===== config.mk =====
export PLATFORM = sky130hd
export DESIGN_NAME = mem_arbiter
export DESIGN_NICKNAME = d
export VERILOG_FILES = /design/src/rtl/mem_arbiter.sv
export SDC_FILE = /design/constraint.sdc
export NUM_CORES = 1
export LEC_CHECK = 0
export CELL_PAD_IN_SITES_DETAIL_PLACEMENT = 1
export CELL_PAD_IN_SITES_GLOBAL_PLACEMENT = 1
export CORE_MARGIN = 2
export CORE_UTILIZATION = 23
export CTS_BUF_LIST = sky130_fd_sc_hd__clkbuf_2 sky130_fd_sc_hd__clkbuf_4 sky130_fd_sc_hd__clkbuf_8
export DETAILED_ROUTE_END_ITERATION = 7
export PLACE_DENSITY = 0.69
export SKIP_LAST_GASP = 1
export SYNTH_ARGS = -nofsm -noshare
export SYNTH_HDL_FRONTEND = slang
export SYNTH_SLANG_ARGS = --single-unit

===== constraint.sdc =====
create_clock -name clk -period 7.7 [get_ports clk]
set_clock_uncertainty 0.1 [all_clocks]
set_input_delay 1.54 -clock clk [delete_from_list [all_inputs] [get_ports clk]]
set_output_delay 1.54 -clock clk [all_outputs]
set_load 0.005 [all_outputs]

===== src/rtl/mem_arbiter.sv =====
// rtl/mem_arbiter.sv - three-way burst arbiter for the shared pipelined main-memory port
module mem_arbiter #(
  parameter int BEATS        = 8,
  parameter int MAX_D_STREAK = 2
) (
  input  logic                       clk,
  input  logic                       rst,
  input  logic                       i_req,
  input  logic [15:0]                i_addr,
  output logic                       i_gnt,
  output logic                       i_data_valid,
  output logic [$clog2(BEATS)-1:0]   i_beat,
  output logic                       i_done,
  input  logic                       d_rd_req,
  input  logic [15:0]                d_rd_addr,
  input  logic                       d_wr_req,
  input  logic [15:0]                d_wr_addr,
  input  logic [15:0]                d_wr_data,
  output logic [$clog2(BEATS)-1:0]   d_wr_beat,
  output logic                       d_gnt,
  output logic                       d_data_valid,
  output logic [$clog2(BEATS)-1:0]   d_beat,
  output logic                       d_rd_done,
  output logic                       d_wr_done,
  output logic [15:0]                data_out,
  output logic                       mem_en,
  output logic                       mem_wr,
  output logic [15:0]                mem_addr,
  output logic [15:0]                mem_wdata,
  input  logic                       mem_ready,
  input  logic [15:0]                mem_rdata,
  input  logic                       mem_rvalid,
  output logic                       busy,
  output logic                       err
);

  localparam int BW = $clog2(BEATS);
  localparam int CW = $clog2(BEATS + 1);
  localparam int SW = $clog2(MAX_D_STREAK + 1);
  localparam logic [CW-1:0] LAST = CW'(BEATS - 1);
  localparam logic [SW-1:0] STREAK_MAX = SW'(MAX_D_STREAK);

  typedef enum logic [1:0] {IDLE, RD_ISSUE, RD_DRAIN, WR} state_t;

  state_t        state;
  logic          owner_i;
  logic [15:0]   base;
  logic [CW-1:0] issue_cnt;
  logic [CW-1:0] ret_cnt;
  logic [CW-1:0] wr_cnt;
  logic [SW-1:0] d_streak;

  logic          accept;
  logic          rd_state;
  logic          ret_ok;
  logic [CW-1:0] addr_cnt;
  logic          unused_ok;

  assign unused_ok = ^{i_addr[3:0], d_rd_addr[3:0], d_wr_addr[3:0]};

  assign mem_en   = (state == RD_ISSUE) || (state == WR);
  assign mem_wr   = (state == WR);
  assign busy     = (state != IDLE);
  assign accept   = mem_en & mem_ready;
  assign rd_state = (state == RD_ISSUE) || (state == RD_DRAIN);
  // A return is legal only while some accepted read is still unanswered.
  assign ret_ok   = mem_rvalid & rd_state & (ret_cnt < issue_cnt);
  assign addr_cnt = (state == WR) ? wr_cnt : issue_cnt;
  assign mem_addr = mem_en ? (base + (16'(addr_cnt) << 1)) : 16'h0000;

  assign i_data_valid = ret_ok & owner_i;
  assign d_data_valid = ret_ok & ~owner_i;
  assign i_beat       = i_data_valid ? ret_cnt[BW-1:0] : '0;
  assign d_beat       = d_data_valid ? ret_cnt[BW-1:0] : '0;
  assign i_done       = i_data_valid && (ret_cnt == LAST);
  assign d_rd_done    = d_data_valid && (ret_cnt == LAST);
  assign d_wr_beat    = (state == WR) ? wr_cnt[BW-1:0] : '0;
  assign d_wr_done    = (state == WR) && mem_ready && (wr_cnt == LAST);

  // Data buses are forced low while reset is held so every output reads 0.
  assign data_out  = rst ? mem_rdata : 16'h0000;
  assign mem_wdata = rst ? d_wr_data : 16'h0000;

  always_ff @(posedge clk or negedge rst) begin
    if (!rst) begin
      state     <= IDLE;
      owner_i   <= 1'b0;
      base      <= 16'h0000;
      issue_cnt <= '0;
      ret_cnt   <= '0;
      wr_cnt    <= '0;
      d_streak  <= '0;
      i_gnt     <= 1'b0;
      d_gnt     <= 1'b0;
      err       <= 1'b0;
    end else begin
      i_gnt <= 1'b0;
      d_gnt <= 1'b0;
      if (mem_rvalid && !ret_ok) err <= 1'b1;

      case (state)
        IDLE: begin
          issue_cnt <= '0;
          ret_cnt   <= '0;
          wr_cnt    <= '0;
          if (i_req && ((d_streak == STREAK_MAX) || (!d_wr_req && !d_rd_req))) begin
            owner_i  <= 1'b1;
            base     <= {i_addr[15:4], 4'b0000};
            d_streak <= '0;
            i_gnt    <= 1'b1;
            state    <= RD_ISSUE;
          end else if (d_wr_req || d_rd_req) begin
            owner_i  <= 1'b0;
            d_gnt    <= 1'b1;
            d_streak <= i_req ? d_streak + SW'(1) : '0;
            if (d_wr_req) begin
              base  <= {d_wr_addr[15:4], 4'b0000};
              state <= WR;
            end else begin
              base  <= {d_rd_addr[15:4], 4'b0000};
              state <= RD_ISSUE;
            end
          end
        end
        RD_ISSUE: begin
          if (accept) begin
            issue_cnt <= issue_cnt + CW'(1);
            if (issue_cnt == LAST) state <= RD_DRAIN;
          end
        end
        WR: begin
          if (accept) begin
            wr_cnt <= wr_cnt + CW'(1);
            if (wr_cnt == LAST) state <= IDLE;
          end
        end
        default: ;
      endcase

      // Placed after the case so the final return wins over the issue transition.
      if (ret_ok) begin
        ret_cnt <= ret_cnt + CW'(1);
        if (ret_cnt == LAST) state <= IDLE;
      end
    end
  end

endmodule


Word level (Yosys, flattened, before mapping)
Cells that the tools add are included.

word-level totals
  bits of input ports = 87
  output and inout port bits = 68
  register bits = 36
  logic and storage cells = 90

operators by class
  $lt $le $gt $ge = 1
  muxes and demuxes = 36
  equal/unequal tests = 9
  reduce and logical (&&, ||, !) cells = 23
  add/sub/neg operators = 5
  bitwise operators = 6

operator list
  operator                                                count
  2-to-1 mux 16 bit                                       6
  2-to-1 mux 2 bit                                        12
  2-to-1 mux 4 bit                                        5
  adder 16 x 5 -> 16 bit                                  1
  one-hot mux 4 bit (2 select lines)                      2
  adder 4 x 1 -> 4 bit (second input constant)            3
  == test 4 x 3 -> 1 bit (second input constant)          3
  nonzero test 2 bit                                      5
  2-to-1 mux 3 bit                                        3
  logical AND 1 bit                                       7
  2-to-1 mux 1 bit                                        7
  == test 2 bit (second input constant)                   3
  one-hot mux 2 bit (3 select lines)                      1
  AND reduction 2 bit                                     3
  AND 1 bit                                               5
  logical OR 1 bit                                        4
  < comparator 4 bit                                      1
  zero test 1 bit                                         3
  adder 2 x 1 -> 2 bit (second input constant)            1
  == test 2 x 1 -> 1 bit (second input constant)          1
  zero test 2 bit                                         1
  inequality test 2 x 1 -> 1 bit (second input constant)  1
  inequality test 2 bit (second input constant)           1
  inverter 1 bit                                          1

Depth between registers and ports, before layout
Gate-level depths: netlist (run 1).

  word-level depth = 8
  mapped depth = 10
  depth with buffers taken out = 9

Least setup slack after synthesis (run 1)
OpenSTA, ideal clock, no wires.

  path kind = input to output
  start = input port mem_rvalid
  end = output port d_rd_done
  setup slack = 3.932 ns
  arrival time = 2.128 ns
  required time = 6.060 ns
  cell stages on the path = 4
  buffers on the path = 1
  cells stage by stage = and3b_2 -> o21ai_2 -> buf_6 -> nor3_1

on the way
  word-level cells in the longest chain between the ends = 4

ends and longest elaborated chain
  item                     RTL line  RTL
  start: declaration       32        input logic mem_rvalid,
  AND 1 bit (2 in series)  67        assign ret_ok = mem_rvalid & rd_state & (ret_cnt < issue_cnt);
  AND 1 bit                72        assign d_data_valid = ret_ok & ~owner_i;
  logical AND 1 bit        76        assign d_rd_done = d_data_valid && (ret_cnt == LAST);
  end: declaration         23        output logic d_rd_done,

No other way between the ends.

Worst setup path in the final report (run 1)
  start = input port mem_rvalid
  end = output port i_done

on the way
  word-level cells in the longest chain between the ends = 4

ends and longest elaborated chain
  item                     RTL line  RTL
  AND 1 bit (2 in series)  67
  AND 1 bit                71        assign i_data_valid = ret_ok & owner_i;
  logical AND 1 bit        75        assign i_done = i_data_valid && (ret_cnt == LAST);
  end: declaration         13        output logic i_done,

No other way between the ends.

==> reports/qor.tcl, run 1 <==
set qor(status) {finished clean}
set qor(cts-htree-levels) 2
set qor(place_hpwl_mm) 6.647
set qor(timing.max_slew.rel_slack_pct) 36.46
set qor(cts_setup_buffers) 0
set qor(p_per_area_nw_per_um2) 222.7
set qor(synth_enable_flop_cells) 0
set qor(synthesis.yosys.warnings) 0
set qor(reg2reg_to) {base[6]}
set qor(num_vias) 2591
set qor(final-hold-violation-count) 0
set qor(via_count_of_the_first_global_routing_pass) 2653
set qor(fmax_mhz) 206.8
set qor(rsz0062_at_grt) {false}
set qor(ys_async_sr_fraction_pct) 100.0
set qor(cts_buffer_depth) 2
set qor(globalRouteMet2Util_pct) 25.97
set qor(finalWeightedCongestion) 0.7777
set qor(synthFlopType) {sky130_fd_sc_hd__dfrtp_1}
set qor(setup.worst_path.class) {in -> out}
set qor(finalHoldWorstSlack_ns) 0.3644
set qor(global_route.usage.total_pct) 13.85
set qor(power_w) 0.0009202
set qor(clk_pin_slew_ns) 0.06
set qor(cts-buffers-inserted) 5
set qor(cp.arrival_ns) 3.20
set qor(synth_fa_ha_area_share_pct) 6.497
set qor(crit_path_start) {mem_rvalid}
set qor(crit_fanout) 11
set qor(chipHeight_um) 108.3
set qor(worst_hold_path.num_cells) 1
set qor(firstDrtPassIters) 4
set qor(drive_gt1_share_pct) 7.728
set qor(finalSetupTns_ns) 0
set qor(cts.repair.resized) 0
set qor(cts_sinks) 32
set qor(drv.max_cap_violation_count) 0
set qor(grt_antenna_before_repair) 0
set qor(synth_compound_gate_area_share_pct) 13.64
set qor(core-area_um2) 10750
set qor(vias_per_cell) 4.570
set qor(grt_overflow) 0
set qor(cts_tree) {yes}
set qor(fillerInstances) 1265
set qor(drc) 0
set qor(synth_top_family_by_area) {simple AND/OR/NAND/NOR gates}
set qor(vdd.ir_drop.worst_uv) 91.98
set qor(cts_hold_buffers) 0
set qor(critPathCaptureType) {primary output}
set qor(drt_wl_total_mm) 8.319
set qor(worst_hold_startpoint) {err}
set qor(met3_usage_pct) 3.737
set qor(ys_top_cells_by_area) {sky130_fd_sc_hd__dfrtp_1 (32%), sky130_fd_sc_hd__and2_1 (9.5%), sky130_fd_sc_hd__ha_1 (6.5%)}
set qor(netlist_instances) 291
set qor(avgRoutedWirePerCell_um) 14.67
set qor(reg2reg_depth) 5
set qor(synthesized_net_count) 391
set qor(count_of_boundary_i_o_pins) 155
set qor(groute.layer.met1.usage_pct) 15.71
set qor(nets) 526
set qor(die_x_um) 108.3
set qor(yosys_register_bits) 32
set qor(grt_most_used_layer) {met2}
set qor(initial_utilization_pct) 23.30
set qor(yosys.area.top_type_share_pct) 31.98
set qor(setup_viol) 0
set qor(port_buffers) 141
set qor(ys_seq_area_share_pct) 31.98
set qor(worst_hold_path_type) {reg -> reg}
set qor(syn_to_final_growth_pct) 65.07
set qor(grt_first_pass_wirelength_mm) 12.84
set qor(post_synth_mux_area_share_pct) 11.09
set qor(largest_net_degree_at_the_start_of_global_routing) 65
set qor(first_iter_violations) 58
set qor(worst_r2r_setup_slack_ns) 5.60
set qor(clock_latency_late_sink_ns) 0.29
set qor(startpoint_type) {input pin}
set qor(synth_cell_types) 45
set qor(syn_area_um2) 2504
set qor(dominant_cell_type_by_area_after_synthesis) {sky130_fd_sc_hd__dfrtp_1}
set qor(synth.avg_cell_area_um2) 8.604
set qor(post-route-min-period_ns) 4.835
set qor(timing_worst_slew_pin_value_ns) 0.9529
set qor(power.leakage_nw) 1.740
set qor(timing.final.max_slew_violations) 0
set qor(cts_root_buffer) {sky130_fd_sc_hd__clkbuf_8}
set qor(detail-route-antenna-nets) 0
set qor(r2r-start) {d_streak[0]}
set qor(hold_path_end) {err}
set qor(fraction_of_synthesized_cell_area_in_xor_and_xnor_cells_pct) 4.548
set qor(rows) 38
set qor(final_min_period_over_clock_period_pct) 62.80
set qor(synth_simple_gate_area_share_pct) 27.59
set qor(antennaDiodeCount) 0
set qor(cp_data_required_time_ns) 6.06
set qor(design.die.area_um2) 11740
[logic make-up (layout without fill, tap and decap cells)]
| group | after synthesis | after routing |
|---|---|---|
| XOR/XNOR | 13 | 13 |
| flip-flops | 32 | 32 |
| buffers and inverters | 25 | 161 |
| multiplexers | 26 | 26 |
| AO/OA/AOI/OAI | 53 | 53 |
| AND/OR/NAND/NOR | 128 | 128 |
| adder cells (fa/ha/maj) | 13 | 13 |
| other | 1 | 1 |
[state kept, by name, summed over array words and instances (netlist names)]
| signal | count |
|---|---|
| err | 1 |
| wr_cnt | 4 |
| d_streak | 2 |
| base | 12 |
| owner_i | 1 |
| issue_cnt | 4 |
| i_gnt | 1 |
| state | 2 |
| d_gnt | 1 |
| ret_cnt | 4 |
[final cells by class]
type / instances / area [um^2] / share of cell area [%]
clock inverter: 2 / 35.03 / 0.8477
tap: 140 / 175.2 / 4.239
multi-input combinational: 234 / 1590 / 38.48
sequential: 32 / 800.8 / 19.38
inverter: 11 / 41.29 / 0.9991
clock buffer: 6 / 76.32 / 1.847
timing repair buffer: 142 / 1414 / 34.21
[how the worst max path moves through the flow]
stage / depth (start not counted) / endpoint / slack [ns]
2_1_floorplan: 4 / d_rd_done / 3.93
3_3_place_gp: 5 / i_done / 2.88
3_5_place_dp: 5 / d_rd_done / 2.83
4_1_cts: 5 / i_done / 2.83
5_1_grt: 9 / mem_addr[15] / 2.68
6_report: 5 / i_done / 2.86
[report_power, final]
group          internal, W  switching [W]  total [W]
Clock            0.0000995      0.0000632   0.000163
Sequential        0.000224      0.0000673   0.000292
Combinational     0.000240       0.000226   0.000466
[worst max-delay path, stage by stage]
cell and delay [ns]:
sky130_fd_sc_hd__clkdlybuf4s50_1 0.52, sky130_fd_sc_hd__and3b_2 0.24, sky130_fd_sc_hd__o21ai_2 0.16, sky130_fd_sc_hd__nor3_1 0.21, sky130_fd_sc_hd__clkdlybuf4s50_1 0.53
[cell usage after synthesis (all sizes together) (2+ instances only)]
master / instances
mux2i: 12
nand3b: 2
clkbuf: 8
o21ai: 28
dfrtp: 32
o31ai: 2
o211ai: 4
a21o: 5
nand4b: 3
and4: 3
nand2: 28
o21a: 2
buf: 6
and2: 38
ha: 13
nor3: 3
xnor2: 4
nand2b: 3
a21oi: 5
inv: 11
nand4: 4
and3: 7
nand3: 12
mux2: 14
xor2: 9
nor2: 19
[layout by cell type (no fill, tap or decap), drive strengths merged, types with 3 or more instances in the layout]
master,count
clkdlybuf4s50,140
and2,38
dfrtp,32
nand2,28
o21ai,28
nor2,19
mux2,14
ha,13
nand3,12
mux2i,12
inv,11
xor2,9
and3,7
clkbuf,6
a21oi,5
a21o,5
nand4,4
xnor2,4
o211ai,4
nand4b,3
and4,3
nor3,3
nand2b,3
[stage by stage]
step           util (%)  worst slack [ns]  cells  cell area, um^2
2_1_floorplan         -             3.932    291             2504
3_3_place_gp      37.42             2.879    559             4021
3_5_place_dp      37.42             2.834    559             4021
4_1_cts           38.46             2.826    567             4133
5_1_grt           38.46             2.680    567             4133
6_report          38.46             2.865    567             4133
[layer usage]
| metal | wire (um) | part of all wire [%] | vias up |
|---|---|---|---|
| met5 | 0 | 0 | - |
| met4 | 65 | 0.78 | 0 |
| met3 | 674 | 8.1 | 6 |
| met2 | 4209 | 51 | 84 |
| met1 | 3370 | 41 | 1225 |
| li1 | - | - | 1276 |
No activity file was read; power rests on OpenSTA's default activity.
==> run 2: changes to the inputs <==
clock period = 4.8 ns   (was 7.7 ns; I/O delays follow)
==> reports/qor.tcl, run 2 (same netlist as run 1, synthesis figures left out) <==
set qor(setup.worst_path.class) {reg -> out}
set qor(firstDrtPassIters) 4
set qor(vdd.ir_drop.worst_uv) 148.0
set qor(cts_root_buffer) {sky130_fd_sc_hd__clkbuf_8}
set qor(timing.final.max_slew_violations) 0
set qor(placement.cell_area_um2) 4021
set qor(critPathCaptureType) {primary output}
set qor(cp_data_required_time_ns) 3.74
set qor(global_route.usage.total_pct) 14.46
set qor(finalSetupTns_ns) 0
set qor(grt_antenna_before_repair) 0
set qor(critical_path.cell_chain) {ha_1 -> nand2_1 -> o21ai_0 -> ha_1 -> and4_1 -> nand3_1 -> or4_1 -> o21ai_0 -> clkdlybuf4s50_1}
set qor(cts-htree-levels) 2
set qor(worst_r2r_setup_slack_ns) 2.69
set qor(final-hold-violation-count) 0
set qor(cts.repair.resized) 0
set qor(rsz0062_at_grt) {false}
set qor(regMostFlops) {base}
set qor(port_buffers) 141
set qor(first_iter_violations) 96
set qor(worst_hold_startpoint) {err}
set qor(startpoint_type) {flip-flop}
set qor(detail-route-antenna-nets) 0
set qor(worst_hold_path.num_cells) 1
set qor(cts_hold_buffers) 0
set qor(finalHoldWorstSlack_ns) 0.3645
set qor(largest_net_degree_at_the_start_of_global_routing) 34
set qor(cts_buffer_depth) 2
set qor(number_of_flip_flops_under_the_largest_register_name) 12
set qor(r2r-start) {issue_cnt[1]}
set qor(reg2reg_depth) 6
set qor(setup_viol) 0
set qor(count_of_boundary_i_o_pins) 155
set qor(cts-buffers-inserted) 5
set qor(vias_per_cell) 4.545
set qor(rows) 38
set qor(grt_first_pass_wirelength_mm) 13.34
set qor(cp.arrival_ns) 3.02
set qor(cts_tree) {yes}
set qor(final_area_um2) 4148
set qor(layout_common_cells) {sky130_fd_sc_hd__clkdlybuf4s50_1 (140), sky130_fd_sc_hd__and2_1 (38), sky130_fd_sc_hd__dfrtp_1 (32), sky130_fd_sc_hd__nand2_1 (28), sky130_fd_sc_hd__o21ai_0 (25)}
set qor(crit_family) {simple AND/OR/NAND/NOR gates}
set qor(hold_path_end) {err}
set qor(cpPeakStageDelay_ns) 0.54
set qor(p_per_area_nw_per_um2) 364.4
set qor(syn_to_final_growth_pct) 65.67
set qor(total_number_of_cells_along_the_worst_setup_path) 9
set qor(cts_setup_buffers) 0
set qor(power.leakage_nw) 1.746
set qor(initial_utilization_pct) 23.30
set qor(drv.max_cap_violation_count) 0
set qor(design.die.area_um2) 11740
set qor(post-route-min-period_ns) 4.080
set qor(critical_path.n_buffers_inverters) 1
set qor(via_count_of_the_first_global_routing_pass) 2719
set qor(dpl_worst_slack_ns) 0.9698
set qor(clk_pin_slew_ns) 0.07
set qor(critPathSlowestCell) {sky130_fd_sc_hd__clkdlybuf4s50_1}
set qor(clock_latency_late_sink_ns) 0.28
set qor(cts_sinks) 32
set qor(core-area_um2) 10750
set qor(drive_gt1_share_pct) 7.728
set qor(worst_hold_path_type) {reg -> reg}
set qor(antennaDiodeCount) 0
set qor(num_vias) 2577
set qor(drc) 0
set qor(status) {finished clean}
set qor(avgRoutedWirePerCell_um) 14.97
set qor(fmax_mhz) 245.1
set qor(crit_fanout) 17
set qor(nets) 526
set qor(drt_wl_total_mm) 8.486
set qor(timing.max_slew.rel_slack_pct) 37.03
set qor(layout_commonest_cell) {sky130_fd_sc_hd__clkdlybuf4s50_1}
set qor(finalWeightedCongestion) 0.7593
set qor(reg2reg_to) {ret_cnt[1]}
set qor(die_x_um) 108.3
set qor(final_critical_path_setup_slack_ns) 0.7204
set qor(timing_worst_slew_pin_value_ns) 0.9445
set qor(final_min_period_over_clock_period_pct) 84.99
set qor(chipHeight_um) 108.3
set qor(grt_overflow) 0
set qor(place_hpwl_mm) 6.826
==> run 2: layout make-up <==
| cell class | instances | area (um^2) |
|---|---|---|
| multi-input combinational | 234 | 1590 |
| clock inverter | 1 | 30.03 |
| clock buffer | 7 | 96.34 |
| tap | 140 | 175.2 |
| sequential | 32 | 800.8 |
| inverter | 11 | 41.29 |
| fill | 1270 | 6598 |
| timing repair buffer | 142 | 1414 |
==> run 2: worst max-delay path by stage <==
| stage | endpoint | slack, ns | from |
|---|---|---|---|
| final | mem_addr[15] | 0.72 | state[0] |
| after global routing | mem_addr[15] | 0.43 | state[0] |
| after CTS | mem_addr[15] | 0.66 | state[0] |
| after detailed placement | mem_addr[15] | 0.97 | state[0] |
| after global placement | mem_addr[15] | 1.07 | state[0] |
| after floorplan | mem_addr[15] | 1.71 | state[0] |
==> run 2: report_power, final <==
| group | switching (W) | total [W] | internal [W] |
|---|---|---|---|
| Combinational | 0.000372 | 0.000757 | 0.000385 |
| Sequential | 0.000111 | 0.000472 | 0.000360 |
| Clock | 0.000100 | 0.000283 | 0.000183 |
==> run 2: routing by layer <==
| layer | track usage (%) | vias up | wire length [um] |
|---|---|---|---|
| li1 | - | 1277 | - |
| met1 | 16.23 | 1206 | 3482 |
| met2 | 27.45 | 86 | 4248 |
| met3 | 3.556 | 8 | 667 |
| met4 | 3.114 | 0 | 86 |
| met5 | 0 | - | 0 |
==> run 2: metrics by stage <==
stage	total power, W	std cells	utilization, %
after floorplan	0.0008723	291	-
after global placement	0.001211	559	37.42
after detailed placement	0.001244	559	37.42
after CTS	0.001533	567	38.60
after global routing	0.001642	567	38.60
final	0.001511	567	38.60
